File: src/rtl/tge_pkt_bram_ctrl.sv
// Packet-buffer controller: writes a sample stream into a ring of fixed-length BRAM slots
// and bursts whole committed packets to the 10GbE transmitter. Full buffer drops whole packets.
module tge_pkt_bram_ctrl #(
  parameter int DATA_WIDTH = 64,
  parameter int PKT_LEN    = 128,
  parameter int N_PKTS     = 4,
  localparam int AW = $clog2(PKT_LEN * N_PKTS),
  localparam int WW = $clog2(PKT_LEN),
  localparam int SW = $clog2(N_PKTS),
  localparam int CW = $clog2(N_PKTS + 1)
) (
  input  logic                  clk,
  input  logic                  rst,
  input  logic [DATA_WIDTH-1:0] din,
  input  logic                  din_valid,
  output logic                  bram_wen,
  output logic [AW-1:0]         bram_wadd,
  output logic [DATA_WIDTH-1:0] bram_win,
  output logic                  bram_ren,
  output logic [AW-1:0]         bram_radd,
  input  logic [DATA_WIDTH-1:0] bram_wout,
  output logic [DATA_WIDTH-1:0] tx_data,
  output logic                  tx_valid,
  output logic                  tx_eof,
  input  logic                  tx_afull,
  output logic [CW-1:0]         pkt_count,
  output logic                  overflow,
  output logic [15:0]           ovf_cnt,
  output logic                  dbg_rd_state
);

  // Handshake: din is taken on every cycle din_valid is high (no ready); tx_valid has no
  // ready either -- tx_afull only gates the start of a packet, never a burst in progress.

  typedef enum logic {S_IDLE = 1'b0, S_READ = 1'b1} rd_state_t;

  localparam logic [WW-1:0] LAST_WORD = WW'(PKT_LEN - 1);
  localparam logic [CW-1:0] FULL      = CW'(N_PKTS);

  rd_state_t             r_state, w_state_n;
  logic [WW-1:0]         r_wword, r_rword, w_rword_n;
  logic [SW-1:0]         r_wslot, r_rslot, w_rslot_n;
  logic                  r_drop, r_wen, r_ren, r_last, r_txv, r_eof, r_ovf;
  logic [AW-1:0]         r_wadd;
  logic [DATA_WIDTH-1:0] r_win;
  logic [CW-1:0]         r_pkt_count;
  logic [15:0]           r_ovf_cnt;
  logic                  w_drop_now, w_start_drop, w_accept, w_commit, w_release;

  // Fullness is judged only at a packet boundary; mid-packet the drop flag carries the verdict.
  always_comb begin
    w_drop_now   = (r_wword == '0) ? (r_pkt_count == FULL) : r_drop;
    w_start_drop = din_valid && (r_wword == '0) && (r_pkt_count == FULL);
    w_accept     = din_valid && !w_drop_now;
    w_commit     = w_accept && (r_wword == LAST_WORD);
  end

  always_ff @(posedge clk) begin
    if (rst) begin
      r_wword   <= '0;
      r_wslot   <= '0;
      r_drop    <= 1'b0;
      r_wen     <= 1'b0;
      r_wadd    <= '0;
      r_win     <= '0;
      r_ovf     <= 1'b0;
      r_ovf_cnt <= '0;
    end else begin
      r_wen <= w_accept;
      r_ovf <= w_start_drop;
      if (w_accept) begin
        r_wadd <= {r_wslot, r_wword};
        r_win  <= din;
      end
      if (din_valid) begin
        r_wword <= r_wword + 1'b1;
        r_drop  <= (r_wword == LAST_WORD) ? 1'b0 : w_drop_now;
      end
      if (w_commit) r_wslot <= r_wslot + 1'b1;
      if (w_start_drop && (r_ovf_cnt != 16'hFFFF)) r_ovf_cnt <= r_ovf_cnt + 1'b1;
    end
  end

  always_comb begin
    w_state_n = r_state;
    w_rword_n = r_rword;
    w_rslot_n = r_rslot;
    w_release = 1'b0;
    case (r_state)
      S_IDLE: begin
        if ((r_pkt_count != '0) && !tx_afull) begin
          w_state_n = S_READ;
          w_rword_n = '0;
        end
      end
      S_READ: begin
        w_rword_n = r_rword + 1'b1;
        if (r_rword == LAST_WORD) begin
          w_state_n = S_IDLE;
          w_rslot_n = r_rslot + 1'b1;
          w_release = 1'b1;
        end
      end
      default: w_state_n = S_IDLE;
    endcase
  end

  // The read address is held in r_rslot/r_rword, so it lines up with r_ren without extra flops.
  always_ff @(posedge clk) begin
    if (rst) begin
      r_state <= S_IDLE;
      r_rword <= '0;
      r_rslot <= '0;
      r_ren   <= 1'b0;
      r_last  <= 1'b0;
      r_txv   <= 1'b0;
      r_eof   <= 1'b0;
    end else begin
      r_state <= w_state_n;
      r_rword <= w_rword_n;
      r_rslot <= w_rslot_n;
      r_ren   <= (w_state_n == S_READ);
      r_last  <= (w_state_n == S_READ) && (w_rword_n == LAST_WORD);
      r_txv   <= r_ren;
      r_eof   <= r_last;
    end
  end

  always_ff @(posedge clk) begin
    if (rst) begin
      r_pkt_count <= '0;
    end else if (w_commit && !w_release) begin
      r_pkt_count <= r_pkt_count + 1'b1;
    end else if (!w_commit && w_release) begin
      r_pkt_count <= r_pkt_count - 1'b1;
    end
  end

  assign bram_wen     = r_wen;
  assign bram_wadd    = r_wadd;
  assign bram_win     = r_win;
  assign bram_ren     = r_ren;
  assign bram_radd    = {r_rslot, r_rword};
  assign tx_data      = bram_wout;
  assign tx_valid     = r_txv;
  assign tx_eof       = r_eof;
  assign pkt_count    = r_pkt_count;
  assign overflow     = r_ovf;
  assign ovf_cnt      = r_ovf_cnt;
  assign dbg_rd_state = r_state;

endmodule

File: config.mk
export PLATFORM = sky130hd
export DESIGN_NAME = tge_pkt_bram_ctrl
export DESIGN_NICKNAME = d
export VERILOG_FILES = /design/src/rtl/tge_pkt_bram_ctrl.sv
export SDC_FILE = /design/constraint.sdc
export NUM_CORES = 1
export LEC_CHECK = 0
export ABC_AREA = 1
export CORE_MARGIN = 3
export CORE_UTILIZATION = 41
export DETAILED_ROUTE_END_ITERATION = 6
export PLACE_DENSITY = 0.93
export SLEW_MARGIN = 20
export SYNTH_ARGS = -nofsm -noshare
export SYNTH_HDL_FRONTEND = slang
export SYNTH_SLANG_ARGS = --single-unit
File: constraint.sdc
create_clock -name clk -period 6.5 [get_ports clk]
set_input_delay 0.65 -clock clk [delete_from_list [all_inputs] [get_ports clk]]
set_output_delay 0.65 -clock clk [all_outputs]
set_load 0.05 [all_outputs]
**Word-level counts from Yosys, hierarchy flattened**

Cells that the tools add are included.

- Bits in registers: 117
- Input port bits: 132
- Output and inout port bits: 171

- $add $sub $neg: 7
- Bitwise operators: 1
- Muxes and demuxes: 11
- Equality and inequality tests: 5
- Reduce and logical (&&, ||, !) cells: 17

Operator list:

| operator | count |
|---|---|
| $eq A7 B7 Y1 const B | 3 |
| $add A16 B1 Y16 const B | 1 |
| $ne A16 B16 Y1 const B | 1 |
| $add A7 B1 Y7 const B | 2 |
| $pmux W7 S2 | 1 |
| $logic_and A1 B1 Y1 | 9 |
| $logic_not A7 Y1 | 1 |
| $mux W7 | 1 |
| $mux W1 | 6 |
| $mux W3 | 2 |
| $add A2 B1 Y2 const B | 2 |
| $logic_not A1 Y1 | 4 |
| $add A3 B1 Y3 const B | 1 |
| $eq A3 B3 Y1 const B | 1 |
| $reduce_bool A3 Y1 | 1 |
| $sub A3 B1 Y3 const B | 1 |
| $pmux W1 S2 | 1 |
| $reduce_and A2 Y1 | 1 |
| $reduce_bool A2 Y1 | 1 |
| $not A1 Y1 | 1 |

**Logic depth before layout (Yosys ltp)**

- Word-level depth: 9
- Depth in mapped cells: 15
- Gate-level depth less buffers: 15

**Least setup slack after synthesis**

OpenSTA, ideal clock, no wires.

- Path kind: register -> register
- From: register r_pkt_count[0], in the netlist pkt_count[0]
- To: register r_pkt_count[2], in the netlist pkt_count[2]
- Path slack: 4126 ps
- Required time: 6378 ps
- Period minus slack after synthesis: 2374 ps
- Cell stages (with the launch flop): 14
- Arrival: 2252 ps
- Cell sequence: dfxtp_1 > inv_1 > nand3_1 > inv_1 > nand2_1 > nand4_1 > inv_1 > ha_1 > inv_1 > fa_1 > a21oi_1 > o21ai_0 > o21ai_0 > a21oi_1

- Cells in the longest elaborated chain, start to end: 8

Ends and longest elaborated chain:

| element | line | source |
|---|---|---|
| start, declared | 46 | `logic [CW-1:0] r_pkt_count;` |
| start signal, assigned | 133 | `r_pkt_count <= r_pkt_count + 1'b1;` |
| start signal, assigned | 135 | `r_pkt_count <= r_pkt_count - 1'b1;` |
| $eq A3 B3 Y1 * | 52 | `w_drop_now = (r_wword == '0) ? (r_pkt_count == FULL) : r_drop;` |
| $mux W1 * | 52 |  |
| $logic_not A1 Y1 * | 54 | `w_accept = din_valid && !w_drop_now;` |
| $logic_and A1 B1 Y1 * | 54 |  |
| $logic_and A1 B1 Y1 * | 55 | `w_commit = w_accept && (r_wword == LAST_WORD);` |
| net w_commit | 48 | `logic w_drop_now, w_start_drop, w_accept, w_commit, w_release;` |
| $logic_not A1 Y1 | 134 | `end else if (!w_commit && w_release) begin` |
| $logic_and A1 B1 Y1 | 134 |  |
| $reduce_bool A2 Y1 (no source line) | -- |  |

Mark *: on every way through the listed nets, which the timed path passes. The rest lies on a longest branch. The select of a mux whose other input is x is not followed.
A chain may end at the register's enable or synchronous reset.

**Worst setup path in the final report**

- From: register r_wword[1]
- To: register r_win[61], in the netlist bram_win[61]

- Cells in the longest elaborated chain, start to end: 4

Ends and longest elaborated chain:

| element | line | source |
|---|---|---|
| start, declared | 41 | `logic [WW-1:0] r_wword, r_rword, w_rword_n;` |
| start signal, assigned | 76 | `r_wword <= r_wword + 1'b1;` |
| $logic_not A7 Y1 | 52 |  |
| $mux W1 | 52 |  |
| $logic_not A1 Y1 | 54 |  |
| $logic_and A1 B1 Y1 | 54 |  |
| end signal, assigned | 73 | `r_win <= din;` |
| end, declared | 45 | `logic [DATA_WIDTH-1:0] r_win;` |

No other way between the ends.

==> results.cfg <==
[worst_setup_path]
cp_slowest_cell = nor2_4
crit_required_ns = 6.81
path_cells = inv_1, ha_1, inv_1, nor2_1, nand3_1, nand2_2, nand2_2, nor2_4, buf_4, nand2_1, a21oi_1
cp_num_buf_inv = 3
crit_type = flip-flop to flip-flop
path_delay_family = simple AND/OR/NAND/NOR gates
worstPathArrival_ns = 2.80
cp-start-kind = flip-flop
cp-end-kind = flip-flop
slowest_delay_ns = 0.56
crit_path_max_fanout = 39

[place]
dp.cells = 957
gp_congestion = 0.874
post-dp-hpwl_um = 9790
portBuffers = 174
placed_cell_area_mm2 = 0.00653
place_ws_ns = 3.63

[synthesis]
ys_ff_latch = 117
yosysTopAreaCell = dfxtp_1
syn_avg_cell_area_um2 = 7.42
syn_nets = 847
synth_area_mm2 = 0.00526
synthTopCellsByArea = dfxtp_1 (44%), nand2_1 (16%), buf_4 (10%)
synth_top_area_share_pct = 44.5
syn_inst = 709
ys_types = 27
yosys_warnings = 0
ys_seq_area_share_pct = 44.5

[global_routing]
grt_pass1_wl_um = 21700
grt_pass1_vias = 4508
grt_max_degree = 95
grt_antenna_before_repair = 0
gr-total-overflow = 0
met3_usage_pct = 5.79
grt_use_total_pct = 18.8
met1_usage_pct = 21.7
grtUsageMet2_pct = 31.2
top_usage_layer = met2

[drt]
routed_wl_um = 13800
dr.first_iter.drc_count = 339
dr.pass1.iters = 5
drc = 0
final_antenna_net_count = 0
drt-wirelength-per-cell_um = 14.0
via_per_inst = 4.81
num_vias = 4753

[die]
pin_count = 303
core_mm2 = 0.0123
die_y_um = 119
rows = 40
die_w_um = 119
start_util_pct = 42.9
die_area_mm2 = 0.0142

[status]
outcome = finished clean

[clock_network]
cts-root-buf = clkbuf_16
cts_tree = built
clock-sinks = 117
htreeDepth = 4
cts-resized-gates = 0
clockBufferDepth = 2
numCtsBuffers = 17
clock_latency_ns = 0.40
post-cts-setup-buffers = 0
postCtsHoldBufs = 0
clkTransAtPathRegs_ns = 0.05

[layout]
final_common_cell = nand2_1
fin_nets = 946
antenna_cells = 0
area_delta_synth_final_pct = 36.4
final_cell_count_no_fill = 989
final_cell_mix = nand2_1 (229), clkdlybuf4s50_1 (173), dfxtp_1 (117), a21oi_1 (103), nor2_1 (44)
drive_above_1_share_pct = 5.48
final_area_mm2 = 0.00718

[sta]
finalSetupViolCount = 0
setup_ws_ns = 4.01
tightestPinTransition_ns = 0.993
finalCriticalPeriod_ns = 2.49
hold_viol_final = 0
fmax_ghz = 0.401
rsz0062_at_grt = false
max-slew-margin-rel_pct = 33.8
slew_viol_final = 0
fin_crit_sh_pct = 38.3
skew_ns = 0.00771
tns_ns = 0

[worst_hold_path]
holdCritPathClass = flip-flop to flip-flop

[pwr]
peakVddDrop_uv = 259
power_density_mw_per_mm2 = 284
power_leakage_nw = 2.70
power_mw = 2.04

[flow_run]
drv_cap = 0
==> routing by layer <==
metal	wire (um)	share of wire, %	vias up
met5	0	0	-
met4	445	3.2	0
li1	-	-	2392
met2	6830	49	161
met3	883	6.4	42
met1	5680	41	2158
==> final timing paths <==
path                                 start  depth (start not counted)  slack, ns           end
worst max-delay path            r_wword[1]                         11       4.01  bram_win[61]
worst min-delay path                r_last                          2       0.41        tx_eof
worst max register to register  r_wword[1]                         11       4.01  bram_win[61]
worst min register to register      r_last                          2       0.41        tx_eof
==> tightest hold or removal path, stage by stage, from the launching register on <==
cell     delay [ns]
dfxtp_1        0.30
inv_1          0.04
nor2_1         0.03
==> synth_stat cells, drive strengths merged <==
library cell  count
and2              3
buf              85
ha                5
xnor2             7
o21ai            14
inv              35
o21a              1
clkinv            2
a21oi           103
nand2           234
clkbuf           12
nand3            23
dfxtp           117
nand4             3
fa                1
o2111ai           1
nor2             49
nand3b            1
and3              1
xor2              4
nor3              8
==> stage by stage <==
stage	hold WS, ns	utilization (%)
after floorplan	0.388	-
after global placement	0.408	53.3
after detailed placement	0.407	53.3
after CTS	0.416	58.6
after global routing	0.420	58.6
final	0.413	58.6
==> state kept, by name, indices dropped and copies added (netlist names), 2 cells and up <==
signal	count
bram_wadd	9
pkt_count	3
r_rword	7
r_wword	7
r_wslot	2
r_rslot	2
ovf_cnt	16
bram_win	64
==> final cells by class <==
cell class	instances	area, um^2
fill	1077	5080
timing repair buffer	177	1760
clock buffer	22	474
tap	168	210
inverter	37	139
multi-input combinational	458	2080
clock inverter	10	175
sequential	117	2340
==> kinds of logic after synthesis <==
family	after synthesis	synth area share [%]
fa+ha+maj	6	1.57
compound gates	119	11.4
xor+xnor	11	1.83
simple gates	322	24.7
buf+inv	134	16.0
flops	117	44.5
==> report_power, final <==
group | switching [mW] | internal [mW]
sequential | 0.0150 | 0.745
clock | 0.314 | 0.707
combinational | 0.160 | 0.0968
Power figures use the tool's default switching activity.
